`config.mk`:
```
export PLATFORM = sky130hd
export DESIGN_NAME = wb_raxm_initiator_flat
export DESIGN_NICKNAME = d
export VERILOG_FILES = /design/src/rtl/raxm_pkg.sv /design/src/rtl/wb_raxm_initiator_if.sv /design/src/rtl/wb_raxm_timeout.sv /design/src/rtl/wb_raxm_initiator.sv /design/src/flat_wrapper.sv
export SDC_FILE = /design/constraint.sdc
export NUM_CORES = 1
export LEC_CHECK = 0
export ABC_AREA = 1
export BUFFER_PORTS_ARGS = -buffer_cell sky130_fd_sc_hd__buf_2
export CORE_ASPECT_RATIO = 1.4
export CORE_MARGIN = 10
export CORE_UTILIZATION = 49
export DETAILED_ROUTE_END_ITERATION = 8
export PLACE_DENSITY = 0.89
export SYNTH_ARGS = -nofsm -noshare
export SYNTH_HDL_FRONTEND = slang
export SYNTH_SLANG_ARGS = --single-unit
export TNS_END_PERCENT = 10
```
`constraint.sdc`:
```
create_clock -name wb_clk_i -period 2.2 [get_ports wb_clk_i]
set_clock_uncertainty 0.15 [all_clocks]
set_input_delay 0.22 -clock wb_clk_i [delete_from_list [all_inputs] [get_ports wb_clk_i]]
set_output_delay 0.22 -clock wb_clk_i [all_outputs]
set_load 0.005 [all_outputs]
```
`src/rtl/raxm_pkg.sv`:
```
// Shared address map, state encoding and bus payload for the RAxM initiator/responder pair.
package raxm_pkg;

  localparam int unsigned RAXM_OP_W  = 16;
  localparam int unsigned RAXM_ADR_W = 32;
  localparam int unsigned RAXM_DAT_W = 32;
  localparam int unsigned RAXM_SEL_W = 4;
  localparam int unsigned RAXM_TMO_W = 8;

  localparam logic [RAXM_ADR_W-1:0] RAXM_OFS_OPA = 32'h0000_0000;
  localparam logic [RAXM_ADR_W-1:0] RAXM_OFS_OPB = 32'h0000_0004;
  localparam logic [RAXM_ADR_W-1:0] RAXM_OFS_RES = 32'h0000_0008;

  typedef enum logic [2:0] {
    ST_IDLE,
    ST_WR_A,
    ST_WR_B,
    ST_RD_RES,
    ST_RESP
  } raxm_init_state_t;

  typedef struct packed {
    logic                  cyc;
    logic                  we;
    logic [RAXM_SEL_W-1:0] sel;
    logic [RAXM_ADR_W-1:0] adr;
    logic [RAXM_DAT_W-1:0] dat;
  } raxm_wb_req_t;

  // Bus request driven while resident in a given state; all-zero outside bus states.
  function automatic raxm_wb_req_t raxm_bus_req(
    input raxm_init_state_t      st,
    input logic [RAXM_ADR_W-1:0] base,
    input logic [RAXM_OP_W-1:0]  op_a,
    input logic [RAXM_OP_W-1:0]  op_b
  );
    raxm_wb_req_t r;
    r = '0;
    unique case (st)
      ST_WR_A: begin
        r.cyc = 1'b1;
        r.we  = 1'b1;
        r.sel = 4'hF;
        r.adr = base + RAXM_OFS_OPA;
        r.dat = 32'(op_a);
      end
      ST_WR_B: begin
        r.cyc = 1'b1;
        r.we  = 1'b1;
        r.sel = 4'hF;
        r.adr = base + RAXM_OFS_OPB;
        r.dat = 32'(op_b);
      end
      ST_RD_RES: begin
        r.cyc = 1'b1;
        r.sel = 4'hF;
        r.adr = base + RAXM_OFS_RES;
      end
      default: r = '0;
    endcase
    return r;
  endfunction

endpackage

```
`src/rtl/wb_raxm_initiator_if.sv`:
```
// Wishbone classic bus bundle between the RAxM initiator and its responder.
interface wb_raxm_initiator_if;
  import raxm_pkg::*;

  logic                  cyc;
  logic                  stb;
  logic                  we;
  logic [RAXM_SEL_W-1:0] sel;
  logic [RAXM_ADR_W-1:0] adr;
  logic [RAXM_DAT_W-1:0] dat_w;
  logic [RAXM_DAT_W-1:0] dat_r;
  logic                  ack;

  modport master (output cyc, stb, we, sel, adr, dat_w, input dat_r, ack);
  modport slave  (input cyc, stb, we, sel, adr, dat_w, output dat_r, ack);
endinterface

```
`src/rtl/wb_raxm_timeout.sv`:
```
// Per-transfer wait counter; expired_o flags the cycle in which the count sits at LIMIT-1.
module wb_raxm_timeout
  import raxm_pkg::*;
#(
  parameter int unsigned LIMIT = 16
) (
  input  logic clk_i,
  input  logic rst_ni,
  input  logic clr_i,
  input  logic en_i,
  output logic expired_o
);

  logic [RAXM_TMO_W-1:0] cnt_q, cnt_d;
  logic                  expired_q, expired_d;

  // Counting stops at the limit; the owner clears on every state change.
  always_comb begin
    cnt_d = cnt_q;
    if (clr_i) begin
      cnt_d = '0;
    end else if (en_i && !expired_q) begin
      cnt_d = cnt_q + 8'd1;
    end
    expired_d = (cnt_d == RAXM_TMO_W'(LIMIT - 1));
  end

  always_ff @(posedge clk_i or negedge rst_ni) begin
    if (!rst_ni) begin
      cnt_q     <= '0;
      expired_q <= 1'b0;
    end else begin
      cnt_q     <= cnt_d;
      expired_q <= expired_d;
    end
  end

  assign expired_o = expired_q;

endmodule

```
`src/rtl/wb_raxm_initiator.sv`:
```
// Wishbone classic initiator: writes operand A, operand B, reads the product from wb_RAxM
// for each accepted command, returning product or timeout error on the response port.
module wb_raxm_initiator
  import raxm_pkg::*;
#(
  parameter logic [RAXM_ADR_W-1:0] BASE_ADR       = 32'h3000_0000,
  parameter int unsigned           TIMEOUT_CYCLES = 16
) (
  input  logic                  wb_clk_i,
  input  logic                  wb_rst_ni,
  input  logic                  cmd_valid_i,
  output logic                  cmd_ready_o,
  input  logic [RAXM_OP_W-1:0]  cmd_op_a_i,
  input  logic [RAXM_OP_W-1:0]  cmd_op_b_i,
  output logic                  rsp_valid_o,
  input  logic                  rsp_ready_i,
  output logic [RAXM_DAT_W-1:0] rsp_data_o,
  output logic                  rsp_err_o,
  wb_raxm_initiator_if.master   wbm
);

  raxm_init_state_t      state_q, state_d;
  logic [RAXM_OP_W-1:0]  op_a_q, op_a_d;
  logic [RAXM_OP_W-1:0]  op_b_q, op_b_d;
  raxm_wb_req_t          req_q, req_d;
  logic                  cmd_ready_q, cmd_ready_d;
  logic                  rsp_valid_q, rsp_valid_d;
  logic [RAXM_DAT_W-1:0] rsp_data_q, rsp_data_d;
  logic                  rsp_err_q, rsp_err_d;
  logic                  tmo_clr_c, tmo_en_c, tmo_expired;

  wb_raxm_timeout #(
    .LIMIT (TIMEOUT_CYCLES)
  ) u_timeout (
    .clk_i     (wb_clk_i),
    .rst_ni    (wb_rst_ni),
    .clr_i     (tmo_clr_c),
    .en_i      (tmo_en_c),
    .expired_o (tmo_expired)
  );

  // Next-state and registered-output decode; ack takes priority over a coincident timeout.
  always_comb begin
    state_d    = state_q;
    op_a_d     = op_a_q;
    op_b_d     = op_b_q;
    rsp_data_d = rsp_data_q;
    rsp_err_d  = rsp_err_q;

    unique case (state_q)
      ST_IDLE: begin
        if (cmd_valid_i && cmd_ready_q) begin
          op_a_d  = cmd_op_a_i;
          op_b_d  = cmd_op_b_i;
          state_d = ST_WR_A;
        end
      end
      ST_WR_A: begin
        if (wbm.ack) begin
          state_d = ST_WR_B;
        end else if (tmo_expired) begin
          rsp_err_d  = 1'b1;
          rsp_data_d = '0;
          state_d    = ST_RESP;
        end
      end
      ST_WR_B: begin
        if (wbm.ack) begin
          state_d = ST_RD_RES;
        end else if (tmo_expired) begin
          rsp_err_d  = 1'b1;
          rsp_data_d = '0;
          state_d    = ST_RESP;
        end
      end
      ST_RD_RES: begin
        if (wbm.ack) begin
          rsp_data_d = wbm.dat_r;
          rsp_err_d  = 1'b0;
          state_d    = ST_RESP;
        end else if (tmo_expired) begin
          rsp_err_d  = 1'b1;
          rsp_data_d = '0;
          state_d    = ST_RESP;
        end
      end
      ST_RESP: begin
        if (rsp_ready_i) begin
          state_d = ST_IDLE;
        end
      end
      default: state_d = ST_IDLE;
    endcase

    req_d       = raxm_bus_req(state_d, BASE_ADR, op_a_d, op_b_d);
    cmd_ready_d = (state_d == ST_IDLE);
    rsp_valid_d = (state_d == ST_RESP);
    tmo_clr_c   = (state_d != state_q);
    tmo_en_c    = req_q.cyc && !wbm.ack;
  end

  always_ff @(posedge wb_clk_i or negedge wb_rst_ni) begin
    if (!wb_rst_ni) begin
      state_q     <= ST_IDLE;
      op_a_q      <= '0;
      op_b_q      <= '0;
      req_q       <= '0;
      cmd_ready_q <= 1'b1;
      rsp_valid_q <= 1'b0;
      rsp_data_q  <= '0;
      rsp_err_q   <= 1'b0;
    end else begin
      state_q     <= state_d;
      op_a_q      <= op_a_d;
      op_b_q      <= op_b_d;
      req_q       <= req_d;
      cmd_ready_q <= cmd_ready_d;
      rsp_valid_q <= rsp_valid_d;
      rsp_data_q  <= rsp_data_d;
      rsp_err_q   <= rsp_err_d;
    end
  end

  assign wbm.cyc   = req_q.cyc;
  assign wbm.stb   = req_q.cyc;
  assign wbm.we    = req_q.we;
  assign wbm.sel   = req_q.sel;
  assign wbm.adr   = req_q.adr;
  assign wbm.dat_w = req_q.dat;

  assign cmd_ready_o = cmd_ready_q;
  assign rsp_valid_o = rsp_valid_q;
  assign rsp_data_o  = rsp_data_q;
  assign rsp_err_o   = rsp_err_q;

endmodule
```
`src/flat_wrapper.sv`:
```
// flat-port wrapper written by rule: the top's interface ports become plain ports
module wb_raxm_initiator_flat import raxm_pkg::*;
#(
  parameter logic [RAXM_ADR_W-1:0] BASE_ADR       = 32'h3000_0000,
  parameter int unsigned           TIMEOUT_CYCLES = 16
)
  (wb_clk_i, wb_rst_ni, cmd_valid_i, cmd_ready_o, cmd_op_a_i, cmd_op_b_i, rsp_valid_o, rsp_ready_i, rsp_data_o, rsp_err_o, wbm_cyc, wbm_stb, wbm_we, wbm_sel, wbm_adr, wbm_dat_w, wbm_dat_r, wbm_ack);
  wb_raxm_initiator_if wbm_i ();
  input  logic wb_clk_i;
  input  logic wb_rst_ni;
  input  logic cmd_valid_i;
  output logic cmd_ready_o;
  input  logic [RAXM_OP_W-1:0] cmd_op_a_i;
  input  logic [RAXM_OP_W-1:0] cmd_op_b_i;
  output logic rsp_valid_o;
  input  logic rsp_ready_i;
  output logic [RAXM_DAT_W-1:0] rsp_data_o;
  output logic rsp_err_o;
  output wire logic [$bits(wbm_i.cyc)-1:0] wbm_cyc;
  output wire logic [$bits(wbm_i.stb)-1:0] wbm_stb;
  output wire logic [$bits(wbm_i.we)-1:0] wbm_we;
  output wire logic [$bits(wbm_i.sel)-1:0] wbm_sel;
  output wire logic [$bits(wbm_i.adr)-1:0] wbm_adr;
  output wire logic [$bits(wbm_i.dat_w)-1:0] wbm_dat_w;
  input wire logic [$bits(wbm_i.dat_r)-1:0] wbm_dat_r;
  input wire logic [$bits(wbm_i.ack)-1:0] wbm_ack;
  assign wbm_cyc = wbm_i.cyc;
  assign wbm_stb = wbm_i.stb;
  assign wbm_we = wbm_i.we;
  assign wbm_sel = wbm_i.sel;
  assign wbm_adr = wbm_i.adr;
  assign wbm_dat_w = wbm_i.dat_w;
  assign wbm_i.dat_r = wbm_dat_r;
  assign wbm_i.ack = wbm_ack;
  wb_raxm_initiator #(.BASE_ADR(BASE_ADR), .TIMEOUT_CYCLES(TIMEOUT_CYCLES)) u_core (.wb_clk_i(wb_clk_i), .wb_rst_ni(wb_rst_ni), .cmd_valid_i(cmd_valid_i), .cmd_ready_o(cmd_ready_o), .cmd_op_a_i(cmd_op_a_i), .cmd_op_b_i(cmd_op_b_i), .rsp_valid_o(rsp_valid_o), .rsp_ready_i(rsp_ready_i), .rsp_data_o(rsp_data_o), .rsp_err_o(rsp_err_o), .wbm(wbm_i));
endmodule
```
==> flow_summary.ini <==
[floorplan]
dieArea_um2 = 13800
dieWidth_um = 102
io_pins = 175
core_area_um2 = 9130
rows = 41
die_h_um = 135
start_util_pct = 50.7

[global_route]
antenna_found_initial = 0
grt_max_degree = 46
gr-total-overflow = 0
first_global_vias = 4420
met1_usage_pct = 19.9
use_met3_pct = 7.66
use_met2_pct = 35.9
grtUsageTotal_pct = 19.9
grt_first_pass_wirelength_mm = 21.7
top_usage_layer = met2

[synthesis]
synth_edf_count = 0
ys_warn_count = 0
async_flop_share_pct = 100
syn_avg_cell_area_um2 = 9.02
synth_seq_area_share_pct = 54.1
ys_dominant_reg_cell = dfrtp_1
yosys_register_bits = 100
postSynthCellCount = 513
synth_cell_types = 33
synth_area_um2 = 4630

[place]
numPortBuffers = 130
place.gp.congestion = 0.801
hpwlAfterDp_mm = 8.65

[timing]
timing.hold.ws_ns = 0.145
drv_slew = 0
hold_viol = 0
fmax_mhz = 507
setup_viol = 0
rsz0062_at_grt = false
fin_crit_ns = 1.97
tightest_slew_ns = 0.542
period_share_pct = 89.7
setup_tns_ns = 0
relSlewSlack_pct = 63.9

[worst_setup_path]
worst_setup_path_start_kind = flop
rrSetupSlack_ns = 0.23
path_common_cell = nand2_1
critPathArrivalTime_ns = 2.11
critPathKind = reg2reg
cp_max_fo = 32
cp_cell_sequence = nor2_2, nand3_4, inv_2, nand2_1, nand2_1, a22o_1
worst-path-buf-inv = 1
cp_slowest_cell = dfrtp_1
worst_ep_required_time_ns = 2.33
path_delay_family = simple AND/OR/NAND/NOR gates
endpoint_kind = flop
max_stage_delay_ns = 0.45

[clocking]
clk_path_buf_depth = 2
worst_skew_pair.late_latency_ns = 0.35
cts_tree = built
clk_root_buffer_cell = clkbuf_16
cts_sinks = 100
post_cts_buffers = 0
cts.htree.levels = 3
numCtsBuffers = 9
clk_pin_slew_ns = 0.07

[power_and_ir_drop]
pwr-share-seq_pct = 40.9
combPwrFrac_pct = 37.7
p_int_uw = 4400
p_clk_share_pct = 21.4
power_density_nw_per_um2 = 1160
vdd_drop_max_uv = 721
leakage_uw = 0.00334
power.switching_uw = 2650
switching_share_pct = 37.6

[layout]
syn2layout_area_growth_pct = 31.8
num-fill-cells = 659
nets = 770
register_area_um2 = 2500
drive_above_1_share_pct = 26.4
multi_input_area_um2 = 1680
diodes = 0

[drt]
drt-initial-drc-count = 211
vias = 4054
wl_per_cell_um = 16.8
dr.pass1.iters = 5
totalWireLength_mm = 13.6
route.detailed.drc = 0
drtAntennaViolNets = 0
viasPerCell = 4.99

[job]
drv_cap = 0

[min_path]
hp-class = in2async

[status]
status = completed
[metal layers]
layer  routed length, um  vias up  part of all wire (%)
met5                   0        -                     0
met2                7020      210                    51
met3                1480       27                    11
met1                4860     1913                    36
li1                    -     1904                     -
met4                 278        0                   2.0
[path summary, 6_finish.rpt]
path / start / cells past startpoint / endpoint
worst max register to register: u_core.state_q[0]$_DFF_PN0_ / 6 / u_core.wbm.dat_w[5]$_DFF_PN0_
min in group wb_clk_i: wbm_ack / 4 / u_core.u_timeout.cnt_q[1]$_DFF_PN0_
worst min register to register: u_core.op_a_q[11]$_DFF_PN0_ / 2 / u_core.op_a_q[11]$_DFF_PN0_
max in group asynchronous: wb_rst_ni / 3 / u_core.rsp_data_o[20]$_DFFE_PN0P_
worst max-delay path: u_core.state_q[0]$_DFF_PN0_ / 6 / u_core.wbm.dat_w[5]$_DFF_PN0_
worst min-delay path: wb_rst_ni / 2 / u_core.wbm.dat_w[11]$_DFF_PN0_
[worst register-to-register path: stages, from the launching register on]
cell	delay (ns)
dfrtp_1	0.45
nor2_2	0.20
nand3_4	0.21
inv_2	0.44
nand2_1	0.16
nand2_1	0.14
a22o_1	0.17
[registers in the layout, summed over array words and instances (netlist names)]
signal	cells
u_core.rsp_err_o	1
u_core.cmd_ready_o	1
u_core.rsp_valid_o	1
u_core.u_timeout.cnt_q	8
u_core.wbm.adr	2
u_core.wbm.we	1
u_core.u_timeout.expired_o	1
u_core.rsp_data_o	32
u_core.wbm.sel	1
u_core.op_a_q	16
u_core.state_q	3
u_core.op_b_q	16
u_core.wbm.cyc	1
u_core.wbm.dat_w	16
[area by class of cell]
class	instances	area share, %
clock buffer	9	3.69
clock inverter	7	0.964
inverter	28	1.89
multi-input combinational	360	27.5
sequential	100	41.1
tap	107	2.20
timing repair buffer	201	22.7
[metrics by stage]
step	instance area [um^2]	cells	util, %	setup slack, ns	power [uW]
global placement	5160	731	56.5	0.389	5270
global route	6100	812	66.8	0.0857	7540
floorplan	4790	556	-	0.623	4590
CTS	6100	812	66.8	0.286	7000
finish	6100	812	66.8	0.226	7060
detailed placement	5160	731	56.5	0.321	5380
[layout by cell type (no fill, tap or decap), types with 2 or more instances in the layout]
| cell type | instances |
|---|---|
| nand3_4 | 2 |
| xor2_1 | 2 |
| conb_1 | 44 |
| nor2_1 | 17 |
| a22o_1 | 10 |
| o21ai_1 | 2 |
| clkinv_4 | 3 |
| dlygate4sd3_1 | 65 |
| a21oi_2 | 9 |
| buf_12 | 3 |
| nor2_2 | 2 |
| a22o_2 | 6 |
| clkbuf_16 | 9 |
| nand3_1 | 11 |
| nor2_8 | 2 |
| a21oi_1 | 25 |
| nand4_1 | 8 |
| inv_1 | 23 |
| nand2_2 | 3 |
| dfrtp_1 | 99 |
| buf_2 | 129 |
| nand2_1 | 209 |
| buf_4 | 4 |
| inv_2 | 3 |
| inv_8 | 2 |
[cells in the mapped netlist (4+ instances only)]
cell	number	area, um^2
a21oi_1	25	125
nand4_1	8	50.1
nand2_1	209	785
inv_1	23	86.3
nand3_1	11	55.1
buf_4	51	383
clkbuf_1	4	15.0
buf_2	8	40.0
dfrtp_1	99	2480
a22o_1	10	87.6
a22o_2	6	60.1
a21oi_2	9	78.8
nor2_1	17	63.8
buf_6	5	56.3
[power groups by stage]
stage,Clock (uW),Combinational [uW],Sequential (uW)
after detailed placement,0,2480,2900
after floorplan,0,1700,2890
final,1510,2660,2890
after CTS,1530,2590,2880
after global routing,1610,2960,2970
after global placement,0,2390,2880
[logic make-up after synthesis]
group | count (synthesis) | synth area share (%)
AND/OR/NAND/NOR | 259 | 23.9
other | 1 | 0.0810
adder cells (fa/ha/maj) | 1 | 0.270
AO/OA/AOI/OAI | 53 | 7.92
multiplexers | 1 | 0.216
flip-flops | 100 | 54.1
buffers and inverters | 96 | 13.2
XOR/XNOR | 2 | 0.379
[what timing repair did]
action                    in CTS  in global routing
hold buffers                  65                  0
hold endpoints to repair     121                  0
resized for setup              0                  0
Power figures use the tool's default switching activity.
